### config.mk
export PLATFORM = sky130hd
export DESIGN_NAME = month_counter_flat
export DESIGN_NICKNAME = d
export VERILOG_FILES = /design/src/rtl/month_counter_pkg.sv /design/src/rtl/month_counter_if.sv /design/src/rtl/month_counter_len.sv /design/src/rtl/month_counter.sv /design/src/flat_wrapper.sv
export SDC_FILE = /design/constraint.sdc
export NUM_CORES = 1
export LEC_CHECK = 0
export CORE_MARGIN = 3
export CORE_UTILIZATION = 41
export DETAILED_ROUTE_END_ITERATION = 12
export GPL_TIMING_DRIVEN = 0
export PLACE_DENSITY = 0.85
export REMOVE_ABC_BUFFERS = 1
export SYNTH_ARGS = -nofsm -noshare
export SYNTH_HDL_FRONTEND = slang
export SYNTH_HIERARCHICAL = 1
export SYNTH_SLANG_ARGS = --single-unit
### constraint.sdc
create_clock -name clk -period 4.6 [get_ports clk]
set_clock_uncertainty 0.05 [all_clocks]
set_input_delay 1.38 -clock clk [delete_from_list [all_inputs] [get_ports clk]]
set_output_delay 1.38 -clock clk [all_outputs]
set_load 0.05 [all_outputs]
### src/rtl/month_counter_pkg.sv
// Shared constants, FSM encoding and month-advance helper for the calendar month stage.
package month_counter_pkg;

    localparam int MONTH_W = 6;
    localparam int YEAR_W  = 7;

    localparam logic [MONTH_W-1:0] MONTH_MIN = 6'd1;
    localparam logic [MONTH_W-1:0] MONTH_MAX = 6'd12;
    localparam logic [MONTH_W-1:0] MONTH_FEB = 6'd2;

    typedef enum logic {
        S_RUN  = 1'b0,
        S_EDIT = 1'b1
    } state_t;

    // Any value outside 1..11 (including 12 and forced garbage) lands on MONTH_MIN.
    function automatic logic [MONTH_W-1:0] next_month(input logic [MONTH_W-1:0] m);
        if (m >= MONTH_MIN && m < MONTH_MAX)
            return m + MONTH_MIN;
        else
            return MONTH_MIN;
    endfunction

endpackage

### src/rtl/month_counter_if.sv
// Bus between the month stage and its neighbours (mode controls, day carry, year, outputs).
interface month_counter_if;
    import month_counter_pkg::*;

    logic               display;
    logic               setup_month;
    logic               inc;
    logic               done_day;
    logic [YEAR_W-1:0]  curr_year;
    logic [MONTH_W-1:0] month;
    logic [MONTH_W-1:0] days_in_month;
    logic               done_month;

    modport master (
        output display, setup_month, inc, done_day, curr_year,
        input  month, days_in_month, done_month
    );

    modport slave (
        input  display, setup_month, inc, done_day, curr_year,
        output month, days_in_month, done_month
    );

endinterface

### src/rtl/month_counter_len.sv
// Combinational month length lookup; also used by the day stage for its wrap limit.
module month_len
    import month_counter_pkg::*;
(
    input  logic [MONTH_W-1:0] month,
    input  logic [YEAR_W-1:0]  curr_year,
    output logic [MONTH_W-1:0] days_in_month
);

    logic leap;
    logic unused_year_hi;

    // Century is 2000-2099, so divisibility by 4 alone decides leap years.
    assign leap           = (curr_year[1:0] == 2'b00);
    assign unused_year_hi = ^curr_year[YEAR_W-1:2];

    always_comb begin
        days_in_month = 6'd31;
        case (month)
            6'd1, 6'd3, 6'd5, 6'd7, 6'd8, 6'd10, 6'd12: days_in_month = 6'd31;
            6'd4, 6'd6, 6'd9, 6'd11:                    days_in_month = 6'd30;
            MONTH_FEB:                                  days_in_month = leap ? 6'd29 : 6'd28;
            default:                                    days_in_month = 6'd31;
        endcase
    end

endmodule

### src/rtl/month_counter.sv
// Month stage of the calendar clock: counts day carries in run mode, button edits in setup mode.
module month_counter
    import month_counter_pkg::*;
(
    input  logic          clk,
    input  logic          rst,
    month_counter_if.slave bus
);

    state_t             state;
    state_t             state_nxt;
    logic               inc_q;
    logic               adv;
    logic               carry;
    logic               done_q;
    logic [MONTH_W-1:0] month_q;

    always_ff @(posedge clk) begin
        if (rst)
            state <= S_RUN;
        else
            state <= state_nxt;
    end

    always_comb begin
        state_nxt = state;
        case (state)
            S_RUN:   if (!bus.display) state_nxt = S_EDIT;
            S_EDIT:  if (bus.display)  state_nxt = S_RUN;
            default: state_nxt = S_RUN;
        endcase
    end

    // The current state decides what counts, so a carry coinciding with display falling still advances.
    always_comb begin
        adv   = 1'b0;
        carry = 1'b0;
        case (state)
            S_RUN: begin
                adv   = bus.done_day;
                carry = bus.done_day && (month_q == MONTH_MAX);
            end
            S_EDIT: begin
                adv   = bus.setup_month && bus.inc && !inc_q;
            end
            default: begin
                adv   = 1'b0;
                carry = 1'b0;
            end
        endcase
    end

    // inc_q tracks inc every cycle so a button held across edit entry never fires.
    always_ff @(posedge clk) begin
        if (rst) begin
            month_q <= MONTH_MIN;
            done_q  <= 1'b0;
            inc_q   <= 1'b0;
        end else begin
            inc_q  <= bus.inc;
            done_q <= carry;
            if (adv)
                month_q <= next_month(month_q);
        end
    end

    assign bus.month      = month_q;
    assign bus.done_month = done_q;

    month_len u_len (
        .month         (month_q),
        .curr_year     (bus.curr_year),
        .days_in_month (bus.days_in_month)
    );

endmodule

### src/flat_wrapper.sv
// flat-port wrapper written by rule: the top's interface ports become plain ports
module month_counter_flat import month_counter_pkg::*;
  (clk, rst, bus_display, bus_setup_month, bus_inc, bus_done_day, bus_curr_year, bus_month, bus_days_in_month, bus_done_month);
  month_counter_if bus_i ();
  input  logic clk;
  input  logic rst;
  input wire logic [$bits(bus_i.display)-1:0] bus_display;
  input wire logic [$bits(bus_i.setup_month)-1:0] bus_setup_month;
  input wire logic [$bits(bus_i.inc)-1:0] bus_inc;
  input wire logic [$bits(bus_i.done_day)-1:0] bus_done_day;
  input wire logic [$bits(bus_i.curr_year)-1:0] bus_curr_year;
  output wire logic [$bits(bus_i.month)-1:0] bus_month;
  output wire logic [$bits(bus_i.days_in_month)-1:0] bus_days_in_month;
  output wire logic [$bits(bus_i.done_month)-1:0] bus_done_month;
  assign bus_i.display = bus_display;
  assign bus_i.setup_month = bus_setup_month;
  assign bus_i.inc = bus_inc;
  assign bus_i.done_day = bus_done_day;
  assign bus_i.curr_year = bus_curr_year;
  assign bus_month = bus_i.month;
  assign bus_days_in_month = bus_i.days_in_month;
  assign bus_done_month = bus_i.done_month;
  month_counter u_core (.clk(clk), .rst(rst), .bus(bus_i));
endmodule
After elaboration in Yosys (flattened, before gate mapping)
Index checks and enable logic that the tools add are counted.

Muxes and demuxes: 5. Magnitude comparators: 2. $add $sub $neg: 1. Bitwise logic cells: 1. Reductions and logical operators: 8. Eq/ne operators: 6.

Operators with widths (number): $eq 6x4->1 const B (3); $eq 6x3->1 const B (2); $add 6x1->6 const B (1); $eq 6x2->1 const B (1); $ge 6x1->1 const B (1); $lt 6x4->1 const B (1); $mux 6 (1); $logic_and 1x1->1 (4); $pmux 2 s2 (1); $reduce_or 4->1 (1); $logic_not 2->1 (1); $mux 1 (2); $pmux 1 s2 (1); $reduce_or 2->1 (1); $logic_not 1->1 (1); $not 1->1 (1).

Word-level logic and storage cells: 27. Bits in registers: 9.

Longest topological paths before layout
Depth after elaboration: 3. Gate-level depth with buffers: 5. Depth with buffers taken out: 5.

Hierarchy
The synthesis kept the hierarchy.

By module, submodules not included: month_counter (area an instance 462.9 sq um, times used 1, cells an instance 44, sequential area each 180.2 sq um); month_len (area an instance 81.3 sq um, times used 1, cells an instance 14, sequential area each 0.0 sq um).

Least setup slack after synthesis
OpenSTA, ideal clock, no wires.

Path kind: input to output. Start point: input port bus_curr_year[1]. End point: output port bus_days_in_month[0]. Buffers on the path: 0. Stages on the path: 3. Setup slack: 0.853 ns. Arrival: 2.317 ns. Cells stage by stage: o21ai_1 > a211oi_1 > o21ai_1.

Word-level cells in the longest chain between the ends: 3.

Ends and longest elaborated chain: from (decl) (line flat_wrapper.sv:11) `input wire logic [$bits(bus_i.curr_year)-1:0] bus_curr_year;`; $logic_not 2->1 (line month_counter_len.sv:14) `assign leap = (curr_year[1:0] == 2'b00);`; $mux 1 (line month_counter_len.sv:22) `MONTH_FEB: days_in_month = leap ? 6'd29 : 6'd28;`; $pmux 2 s2 (line month_counter_len.sv:19) `case (month)`; to (decl) (line flat_wrapper.sv:13) `output wire logic [$bits(bus_i.days_in_month)-1:0] bus_days_in_month;`.

Every way passes these cells.

Final worst setup path
Same ends and word-level chain as after synthesis.

==> impl_metrics.py <==
metrics = {
    "run_status": {
        "status": "finished, final reports clean",
    },
    "grt": {
        "grt-ovfl-total": 0,
        "grtUsageTotal_pct": 13.23,
        "grt_pass1_wl_microns": 1835,
        "grt_pass1_vias": 452,
        "antenna_found_initial": 0,
        "grt_max_degree": 14,
    },
    "setup_path": {
        "startpoint_type": "primary input",
        "r2r_setup_slack_ps": 2960,
        "worstRegToRegCells": 5,
        "endpoint_kind": "output port",
        "r2r_end": "u_core/bus.month[1]",
        "crit_type": "in -> out",
        "r2r_start": "u_core/bus.month[1]",
        "worst-endpoint-required_ps": 3170,
        "crit_arrival_ps": 2910,
        "cp_max_fo": 1,
    },
    "floorplanning": {
        "io_pins": 26,
        "fp.dieW_microns": 42.44,
        "rows": 12,
        "die_h_microns": 42.44,
        "die_area_sq_um": 1801,
        "core-area_sq_um": 1171,
        "start_util_pct": 46.47,
    },
    "yosys": {
        "avgSynthCellArea_sq_um": 9.384,
        "yosys_warnings": 6,
        "synth_area_sq_um": 544.3,
        "synth_cell_types": 29,
        "synth_commonest_cells": "dfxtp_1, inv_1, buf_4, ha_1",
        "synth_top_area_share_pct": 33.10,
        "syn_inst": 58,
        "yosys_most_used_dff": "dfxtp_1",
        "yosys.area.top_type": "dfxtp_1",
        "synth-edff-count": 0,
        "yosysMostFrequentCell": "dfxtp_1",
        "seq_area_frac_synth_pct": 33.10,
        "yosys-top-cells-area": "dfxtp_1, ha_1, buf_4, nand4b_1, inv_1",
        "synth_seq_cells": 9,
        "synthArstFlopShare_pct": 0,
    },
    "power": {
        "leakage_nw": 0.2709,
        "peakVddDrop_v": 0.0002164,
        "power_density_nw_per_um2": 300.0,
        "p_total_w": 0.0002166,
    },
    "clocking": {
        "clock-root-buffer": "clkbuf_4",
        "post_cts_buffers": 0,
        "clock_path_buffers": 2,
        "clkSlewWorstSetupHoldPaths_ps": 60,
        "cts_sinks": 9,
        "cts_resized": 0,
        "cts_tree": "done",
        "htree_levels": 1,
        "clk_latency_ps": 260,
        "cts_made_buffers": 3,
        "cts_hold_repair.buffers": 0,
    },
    "drt": {
        "post_drt_wl_per_cell_microns": 13.53,
        "vias_per_cell": 5.607,
        "wl_microns": 1204,
        "drcViolationCount": 0,
        "ant_nets": 0,
        "num_vias": 499,
        "drt_iter0_markers": 15,
        "first_pass_iters": 4,
    },
    "final_layout": {
        "nets": 93,
        "instances_no_fill": 89,
        "area_delta_synth_final_pct": 32.64,
        "stdcell_area_sq_um": 721.9,
        "multi_input_area_sq_um": 319.1,
        "fill_cells": 107,
        "drive_gt1_share_pct": 10.67,
        "seq_area_sq_um": 180.2,
        "diodes": 0,
    },
    "place": {
        "hpwlAfterDp_microns": 855,
        "dp_cells": 85,
        "place.gp.congestion": 0.7740,
        "placed_area_sq_um": 695.7,
        "portBuffers": 16,
    },
    "timing": {
        "finalHoldViolations": 0,
        "setup_violations": 0,
        "timing.fmax_mhz": 230.3,
        "grt_setup_unrepaired": "no",
        "period_share_pct": 94.41,
        "fin_crit_ps": 4343,
        "finalMaxSlewViolations": 0,
        "setup_tns_ps": 0,
    },
    "min_path": {
        "holdCritPathClass": "reg -> reg",
        "hold_end": "u_core/bus.done_month",
        "hp-start": "u_core/bus.month[5]",
        "whs_path_depth": 1,
    },
    "flow_run": {
        "max_cap_violations": 0,
    },
}
[kinds of logic after synthesis]
family	share of synthesized area, %
and+or+nand+nor	27.59
AOI/OAI and AO/OA	19.08
adders and majority gates	9.196
other	1.380
DFF	33.10
buffers and inverters	9.655
[state kept, by name (all words and copies together), names as in the netlist]
register and flops:
u_core/bus.month 6, u_core/bus.done_month 1, u_core/inc_q 1, u_core/state 1
[routing by layer]
layer / part of all wire, % / up-vias / global-route usage (%)
met3: 8.2 / 2 / 5.150
met1: 41 / 227 / 15.21
li1: - / 244 / -
met4: 1.7 / 0 / 4.348
met5: 0 / - / 0
met2: 49 / 26 / 22.19
[layout make-up]
| cell class | instances | area share [%] |
|---|---|---|
| clock buffer | 4 | 3.640 |
| tap | 14 | 2.426 |
| multi-input combinational | 41 | 44.19 |
| sequential | 9 | 24.96 |
| inverter | 5 | 2.600 |
| timing repair buffer | 16 | 22.18 |
[critical path, cell delays in order]
cell             delay (ps)
clkdlybuf4s50_1         390
o21ai_1                 130
a211oi_1                 80
o21ai_1                 120
clkdlybuf4s50_1         810
[per-stage QoR]
stage | hold slack, ps | setup slack (ps) | utilization, %
final | 471.0 | 257.1 | 61.65
after global routing | 520.0 | 166.8 | 61.65
after CTS | 475.4 | 246.5 | 61.65
after detailed placement | 465.3 | 246.5 | 59.40
after global placement | 463.9 | 253.0 | 59.40
after floorplan | 512.5 | 852.8 | -
[cells in the final DEF (no fill, tap or decap)]
cell | Yosys | final
clkdlybuf4s50_1 | 0 | 16
dfxtp_1 | 9 | 9
inv_1 | 5 | 5
ha_1 | 4 | 4
conb_1 | 2 | 4
clkbuf_4 | 0 | 3
nand4b_1 | 3 | 3
nand2_1 | 3 | 3
nor2_1 | 2 | 2
nor2b_1 | 2 | 2
nand2b_1 | 2 | 2
o2111ai_1 | 2 | 2
a221oi_1 | 2 | 2
o21ai_1 | 2 | 2
clkbuf_1 | 1 | 1
nor4_1 | 1 | 1
nor3b_1 | 1 | 1
and4b_1 | 1 | 1
a211oi_2 | 1 | 1
or4b_4 | 1 | 1
o211ai_2 | 1 | 1
or3b_2 | 1 | 1
nand4bb_1 | 1 | 1
o211ai_1 | 1 | 1
o32ai_1 | 1 | 1
or4_1 | 1 | 1
o31a_2 | 1 | 1
nor4b_1 | 1 | 1
and3_1 | 1 | 1
a211oi_1 | 1 | 1
[where the power goes]
part / internal [W] / leakage (nW) / total, W / switching, W
Clock: 0.0000334 / 0.0150 / 0.0000597 / 0.0000264
Sequential: 0.0000827 / 0.0736 / 0.0000915 / 0.00000886
Combinational: 0.0000248 / 0.182 / 0.0000653 / 0.0000405
Total: 0.000141 / 0.271 / 0.000217 / 0.0000757
[worst max path at each step]
stage                      from  slack (ps)  depth (start not counted)                   end
2_1_floorplan  bus_curr_year[1]         850                          3  bus_days_in_month[0]
3_3_place_gp   bus_curr_year[1]         250                          5  bus_days_in_month[0]
3_5_place_dp   bus_curr_year[1]         250                          5  bus_days_in_month[0]
4_1_cts        bus_curr_year[1]         250                          5  bus_days_in_month[0]
5_1_grt        bus_curr_year[1]         170                          5  bus_days_in_month[0]
6_report       bus_curr_year[1]         260                          5  bus_days_in_month[0]
No activity file was read; power rests on OpenSTA's default activity.
